==> config.mk <==
export PLATFORM = sky130hd
export DESIGN_NAME = cache_write_buffer
export DESIGN_NICKNAME = d
export VERILOG_FILES = /design/src/rtl/cache_write_buffer.sv
export SDC_FILE = /design/constraint.sdc
export NUM_CORES = 1
export LEC_CHECK = 0
export BUFFER_PORTS_ARGS = -buffer_cell sky130_fd_sc_hd__buf_2
export CAP_MARGIN = 15
export CORE_ASPECT_RATIO = 1.75
export CORE_MARGIN = 10
export CORE_UTILIZATION = 64
export DETAILED_ROUTE_END_ITERATION = 10
export HOLD_SLACK_MARGIN = 0.06
export PLACE_DENSITY = 0.86
export SYNTH_ARGS = -nofsm -noshare
export SYNTH_HDL_FRONTEND = slang
export SYNTH_SLANG_ARGS = --single-unit
==> constraint.sdc <==
create_clock -name clk_i -period 7.45 [get_ports clk_i]
set_input_delay 0.3725 -clock clk_i [delete_from_list [all_inputs] [get_ports clk_i]]
set_output_delay 0.3725 -clock clk_i [all_outputs]
set_load 0.05 [all_outputs]
==> src/rtl/cache_write_buffer.sv <==
// cache_write_buffer
//   Write-through store buffer between the L1 cache write path and the RAM/L2 port.
//   Stores are queued in a circular FIFO and drained to RAM one at a time with a
//   req/ack handshake. A store to the newest entry's address is merged into that
//   entry unless the entry is already on the RAM bus.
//
// Ports
//   clk_i, rst_i           clock, synchronous active-high reset
//   wr_req_i/addr/data     store push from the cache
//   full_o, empty_o        registered occupancy flags
//   ram_write_start_o      registered, buffer holds at least one store
//   ram_req_o/addr/data    registered RAM write request, held until ram_ack_i
//   ram_ack_i              RAM accepted the current request
//   read_i, rd_addr_i      cache read probe
//   raw_hazard_o           combinational, read address matches a pending store
module cache_write_buffer #(
   parameter int unsigned ADDR_W = 32,
   parameter int unsigned DATA_W = 32,
   parameter int unsigned DEPTH  = 4
) (
   input  logic              clk_i,
   input  logic              rst_i,
   input  logic              wr_req_i,
   input  logic [ADDR_W-1:0] wr_addr_i,
   input  logic [DATA_W-1:0] wr_data_i,
   output logic              full_o,
   output logic              empty_o,
   output logic              ram_write_start_o,
   output logic              ram_req_o,
   output logic [ADDR_W-1:0] ram_addr_o,
   output logic [DATA_W-1:0] ram_data_o,
   input  logic              ram_ack_i,
   input  logic              read_i,
   input  logic [ADDR_W-1:0] rd_addr_i,
   output logic              raw_hazard_o
);

   localparam int unsigned PtrW = $clog2(DEPTH);
   localparam int unsigned CntW = PtrW + 1;
   localparam logic [CntW-1:0] CntFull = CntW'(DEPTH);

   typedef enum logic [1:0] {StIdle, StIssue, StGap} state_e;

   state_e            state_q, state_d;
   logic [ADDR_W-1:0] addr_mem_q [DEPTH];
   logic [DATA_W-1:0] data_mem_q [DEPTH];
   logic [PtrW-1:0]   head_q, tail_q, newest_idx;
   logic [CntW-1:0]   count_q, count_d;
   logic              coalesce, push, pop, latch;
   logic              ram_req_d;
   logic [ADDR_W-1:0] ram_addr_d;
   logic [DATA_W-1:0] ram_data_d;
   logic              entry_valid [DEPTH];

   // Push / coalesce / pop decode
   always_comb begin
      newest_idx = tail_q - PtrW'(1);
      // The newest entry is on the RAM bus only when it is also the head in ISSUE.
      coalesce   = wr_req_i && (count_q != '0) && (addr_mem_q[newest_idx] == wr_addr_i)
                   && !((state_q == StIssue) && (newest_idx == head_q));
      push       = wr_req_i && !coalesce && !full_o;
      pop        = (state_q == StIssue) && ram_ack_i;
      case ({push, pop})
         2'b10:   count_d = count_q + CntW'(1);
         2'b01:   count_d = count_q - CntW'(1);
         default: count_d = count_q;
      endcase
   end

   // Drain FSM
   always_comb begin
      state_d    = state_q;
      ram_req_d  = ram_req_o;
      ram_addr_d = ram_addr_o;
      ram_data_d = ram_data_o;
      latch      = 1'b0;
      case (state_q)
         StIdle:  if (count_q != '0) latch = 1'b1;
         StIssue: begin
            if (ram_ack_i) begin
               state_d   = StGap;
               ram_req_d = 1'b0;
            end
         end
         StGap: begin
            if (count_q != '0) latch = 1'b1;
            else               state_d = StIdle;
         end
         default: state_d = StIdle;
      endcase
      if (latch) begin
         state_d    = StIssue;
         ram_req_d  = 1'b1;
         ram_addr_d = addr_mem_q[head_q];
         // A merge into the head on the latch edge must reach the bus, not the stale data.
         ram_data_d = (coalesce && (newest_idx == head_q)) ? wr_data_i : data_mem_q[head_q];
      end
   end

   // Read-after-write hazard against every occupied slot
   always_comb begin
      raw_hazard_o = 1'b0;
      for (int unsigned i = 0; i < DEPTH; i++) begin
         entry_valid[i] = ({1'b0, PtrW'(i) - head_q} < count_q);
         if (read_i && entry_valid[i] && (addr_mem_q[i] == rd_addr_i)) raw_hazard_o = 1'b1;
      end
   end

   // Storage array; contents are don't-care outside the valid window
   always_ff @(posedge clk_i) begin
      if (push) begin
         addr_mem_q[tail_q] <= wr_addr_i;
         data_mem_q[tail_q] <= wr_data_i;
      end else if (coalesce) begin
         data_mem_q[newest_idx] <= wr_data_i;
      end
   end

   always_ff @(posedge clk_i) begin
      if (rst_i) begin
         state_q           <= StIdle;
         head_q            <= '0;
         tail_q            <= '0;
         count_q           <= '0;
         full_o            <= 1'b0;
         empty_o           <= 1'b1;
         ram_write_start_o <= 1'b0;
         ram_req_o         <= 1'b0;
         ram_addr_o        <= '0;
         ram_data_o        <= '0;
      end else begin
         state_q           <= state_d;
         count_q           <= count_d;
         full_o            <= (count_d == CntFull);
         empty_o           <= (count_d == '0);
         ram_write_start_o <= (count_d != '0);
         ram_req_o         <= ram_req_d;
         ram_addr_o        <= ram_addr_d;
         ram_data_o        <= ram_data_d;
         if (push) tail_q <= tail_q + PtrW'(1);
         if (pop)  head_q <= head_q + PtrW'(1);
      end
   end

endmodule

Yosys cells after proc, flatten, opt, wreduce, memory -nomap -nowiden
Memory sizes are Yosys's and may differ from the RTL's. A register that Yosys moved wholly into a read port is not among the register bits.
Index checks and enable logic that the tools add are counted.
Operators by class
  multiplexer cells: 23
  bitwise logic cells: 2
  $lt $le $gt $ge: 4
  reductions and logical operators: 30
  equality and inequality tests: 17
  $add $sub $neg: 9
Operator list (number)
  $eq 32x32->1: 5
  $mux 32: 2
  $reduce_or 32->1: 1
  $mux 1: 16
  $logic_and 1x1->1: 15
  $lt 2x3->1: 4
  $mux 2: 3
  $ne 2x2->1 const B: 3
  $ne 3x3->1 const B: 2
  $pmux 2 s3: 1
  $pmux 3 s2: 1
  $reduce_and 3->1: 2
  $reduce_bool 3->1: 2
  $add 2x1->2 const B: 2
  $eq 2x1->1 const B: 2
  $eq 2x2->1: 2
  $eq 2x2->1 const B: 2
  $reduce_bool 2->1: 2
  $reduce_or 2->1: 2
  $sub 1x2->2 const A: 2
  $sub 2x2->2 const A: 2
  $add 3x1->3 const B: 1
  $eq 3x3->1 const B: 1
  $logic_not 1->1: 3
  other kinds (7): 7
Storage, ports and cells
  RAM bits: 256
  memories kept: 2
  bits in registers: 46
Memories
  addr_mem_q: words 4, width 32, rd ports 6, clocked after memory_dff 1, write ports 1, RTL line 45  | logic [ADDR_W-1:0] addr_mem_q [DEPTH];
  data_mem_q: words 4, width 32, rd ports 1, clocked after memory_dff 1, write ports 1, RTL line 46  | logic [DATA_W-1:0] data_mem_q [DEPTH];

Longest topological paths before layout
  depth in word-level cells: 12
  mapped depth: 25

Least setup slack after synthesis
No wires, ideal clock.
  path kind: flip-flop to flip-flop
  start: register tail_q[0]
  end: register ram_write_start_o
  stages on the path, launching flop included: 24
  slack: 3.084 ns
  required time: 7.332 ns
  arrival: 4.247 ns
  library setup time: 0.118 ns
  clock period less this slack: 4.366 ns
  cell sequence: dfxtp_1 buf_6 buf_6 buf_4 inv_1 ha_1 buf_6 clkbuf_1 mux4_2 a22oi_1 o2111ai_1 nor4_2 nand4_2 nor3b_2 buf_6 inv_1 ha_1 inv_1 fa_1 xor2_1 nor2_1 xnor2_1 nor2_1 a21o_1
On the way
  cells in the longest elaborated chain, start to end: 11
  elaborated cells between the ends (all ways): 15
  classes of those cells: add/sub (1); eq/ne (4); mux (1); reduce/logical (8); memory (1)
RTL lines
  from (decl): RTL line 47  | logic [PtrW-1:0] head_q, tail_q, newest_idx;
  from (signal assigned): RTL line 140  | if (push) tail_q <= tail_q + PtrW'(1);
  $sub 2x1->2 (*): RTL line 57  | newest_idx = tail_q - PtrW'(1);
  named net newest_idx[0]: RTL line 47
  $mem_v2 4x32 or $eq 2x2->1 (tied branches)
  $eq 32x32->1 or $logic_and 1x1->1 (tied branches): RTL line 59, 60
  $logic_and 1x1->1 or $logic_not 1->1 (tied branches): RTL line 59, 60
  $logic_and 1x1->1 (*): RTL line 60  | && !((state_q == StIssue) && (newest_idx == head_q));
  $logic_not 1->1 (*): RTL line 61  | push = wr_req_i && !coalesce && !full_o;
  $logic_and 1x1->1 (*) (2 in series): RTL line 61
  $eq 2x1->1 or $eq 2x2->1 (tied branches): RTL line 63  | case ({push, pop})
  $pmux 3 s2 (*): RTL line 63
  $reduce_bool 3->1 (*): RTL line 136  | ram_write_start_o <= (count_d != '0);
  to (signal assigned): RTL line 136
  to (decl): RTL line 28  | output logic ram_write_start_o,
The timed path passes the listed nets; every way through them passes the cells marked *.
A chain may end at the register's enable or synchronous reset.

Final worst setup path
  start: register tail_q[1]
  end: register ram_write_start_o
On the way
  cells in the longest elaborated chain, start to end: 11
  elaborated cells between the ends (all ways): 15
  classes of those cells: add/sub (1); eq/ne (4); mux (1); reduce/logical (8); memory (1)
RTL lines (RTL line)
  $sub 2x1->2 (*): 57
  $mem_v2 4x32 or $eq 2x2->1 (tied branches)
  $eq 32x32->1 or $logic_and 1x1->1 (tied branches): 59, 60
  $logic_and 1x1->1 or $logic_not 1->1 (tied branches): 59, 60
  $logic_and 1x1->1 (*): 60
  $logic_not 1->1 (*): 61
  $logic_and 1x1->1 (*) (2 in series): 61
  $eq 2x1->1 or $eq 2x2->1 (tied branches): 63
  $pmux 3 s2 (*): 63
  $reduce_bool 3->1 (*): 136
Mark *: on every way between the ends. The rest lies on a longest branch, timed or not.

==> out/qor.yml <==
ant_nets: 0
synth_edf_count: 288
setup.worst_path.start_class: "flop"
final_nets: 1361
antenna_found_initial: 3
worstMarginPinSlew_ps: 1070
core_area_sq_mm: 0.0252
io_pins: 170
period_needed_ps: 4990
place_ws_ps: 2460
dr.first_iter.drc_count: 946
critPathKind: "flop to flop"
slew_violations: 0
syn_inst: 1095
ys_ff_latch: 366
vias_per_cell: 6.39
max_stage_delay_ps: 1010
ys.flop_type: "edfxtp_1"
place.gp.congestion: 0.952
status: "finished, final reports clean"
port_buffers: 169
synth_cell_type_count: 51
clkTransAtPathRegs_ps: 70
cts_tree: "built"
cp.arrival_ps: 5410
multiInputGateArea_sq_mm: 0.00576
drc_errors: 0
drive_gt1_frac: 0.281
cts_buffers: 34
initial_utilization: 0.649
h-tree-depth: 2
layout.area.seq_sq_mm: 0.0102
design_power_total_mw: 6.08
grt_max_degree: 85
fp-row-count: 77
cts_sinks: 366
grt_util_met1: 0.289
die_y_um: 232
setup.worst_path.end_class: "flop"
met2_usage: 0.470
met3_usage: 0.0440
ys_warn_count: 0
drv_cap: 0
irDropWorstVdd_mv: 0.226
cts_root_buffer: "clkbuf_16"
hpwl_um: 30800
max_freq_mhz: 200
clock_latency_ps: 540
ctsLongestPathBuffers: 3
setup_ws_ps: 2460
crit_buf_inv: 4
hold_viol_final: 0
syn_nets: 1206
clock_skew_ps: 24.3
crit_chain: "inv_1 > ha_1 > buf_4 > mux4_2 > xnor2_1 > o2111ai_1 > a2111oi_4 > nand4_2 > nor3b_2 > inv_1 > ha_1 > inv_1 > fa_1 > xor2_1 > nor2_1 > xnor2_1 > nor2_1 > a21o_1"
p_leak_nw: 6.46
async_reset_ff_frac: 0
top_usage_layer: "met2"
final.period_utilization: 0.670
slew_headroom: 0.287
setup_viol: 0
die_area_sq_mm: 0.0327
syn-cell-area_sq_mm: 0.0164
cp.required_ps: 7860
ys_seq_area_frac: 0.623
route.vias.total: 10200
rsz0062_at_grt: "no"
die-width_um: 141
grt_pass1_vias: 10600
avgSynthCellArea_sq_um: 15.0
pwr_density_cell_mw_per_mm2: 327
path_max_fanout: 22
crit_family: "adder cells"
holdCritPathClass: "primary input to flop"
fillers: 1580
wl_per_cell_um: 27.9
drt_wl_total_um: 44500
tns_ps: 0
cp_slowest_cell: "ha_1"
grt.overflow.total: 0
area.growth.synth_to_final_pct: 13.4
grt_util_all_layers: 0.269
crit_top_cell: "inv_1"
grt_pass1_wl_um: 65700
first_pass_iters: 5
## kinds of logic after synthesis
group,Yosys count,synth area share
DFF,366,0.623
and+or+nand+nor,218,0.0608
xor gates and xnor gates,159,0.0850
muxes,143,0.156
AOI/OAI and AO/OA,110,0.0417
buffers and inverters,89,0.0257
adders and majority gates,10,0.00809
## Yosys cell counts, drive strengths merged (5+ instances only)
master   number  area share
xor2         60       0.032
a21oi        72       0.022
nor3          9      0.0027
o2111ai       5      0.0027
inv          17      0.0039
buf          17      0.0092
clkbuf       55       0.013
nor2         12      0.0027
mux2         34       0.023
nor4         17      0.0069
xnor2        99       0.053
ha            9      0.0069
nand4        25      0.0099
dfxtp        78       0.095
edfxtp      288        0.53
mux4         85        0.12
mux2i        24       0.015
nand2       137       0.031
o22ai         5      0.0019
## final timing paths
| path | start | to | slack [ps] | cells past startpoint |
|---|---|---|---|---|
| worst min-delay path | wr_data_i[13] | data_mem_q[1][13] | 70 | 1 |
| worst max-delay path | tail_q[1] | ram_write_start_o | 2460 | 18 |
| worst min register to register | flop | flop | 450 | 2 |
| worst max register to register | tail_q[1] | ram_write_start_o | 2460 | 18 |
## final cells by class
cell class / instances / area share
repair buffers: 191 / 0.0552
clock inverters: 23 / 0.0135
clock buffers: 39 / 0.0468
multi-input cells: 640 / 0.310
inverters: 17 / 0.00350
diodes: 3 / 0.000404
well taps: 316 / 0.0213
flip-flops and latches: 366 / 0.550
## layout by cell type, fill, tap and decap left out, types with 24 or more instances in the layout
cell and n:
a21oi_1 72, dfxtp_1 75, buf_2 169, xnor2_1 99
xor2_1 60, edfxtp_1 288, mux2_2 33, nand4_1 24
nand2_1 137, clkbuf_16 34, mux2i_1 24, mux4_2 80
## power breakdown
group	switching [mW]	internal, mW
logic	1.15	0.495
registers	0.156	2.51
clock network	0.770	0.993
## metal layers
metal  vias up  wire, um
li1       4441         -
met1      5075     14600
met2       548     23500
met3       133      2920
met4         0      3490
met5         -         0
## per-stage QoR
step / cells / util / cell area (sq um) / hold slack [ps]
floorplan: 1095 / - / 16400 / 434
global placement: 1524 / 0.690 / 17400 / 439
detailed placement: 1524 / 0.690 / 17400 / 445
CTS: 1592 / 0.736 / 18600 / 60.1
global route: 1595 / 0.737 / 18600 / 69.0
finish: 1595 / 0.737 / 18600 / 70.3
## repair_timing
item / 4_1_cts / 5_1_grt
gates resized for setup: 0 / 0
hold buffers: 6 / 0
buffers inserted: 0 / 0
endpoints found under the hold margin: 27 / 0
(Power assumes the default switching activity.)
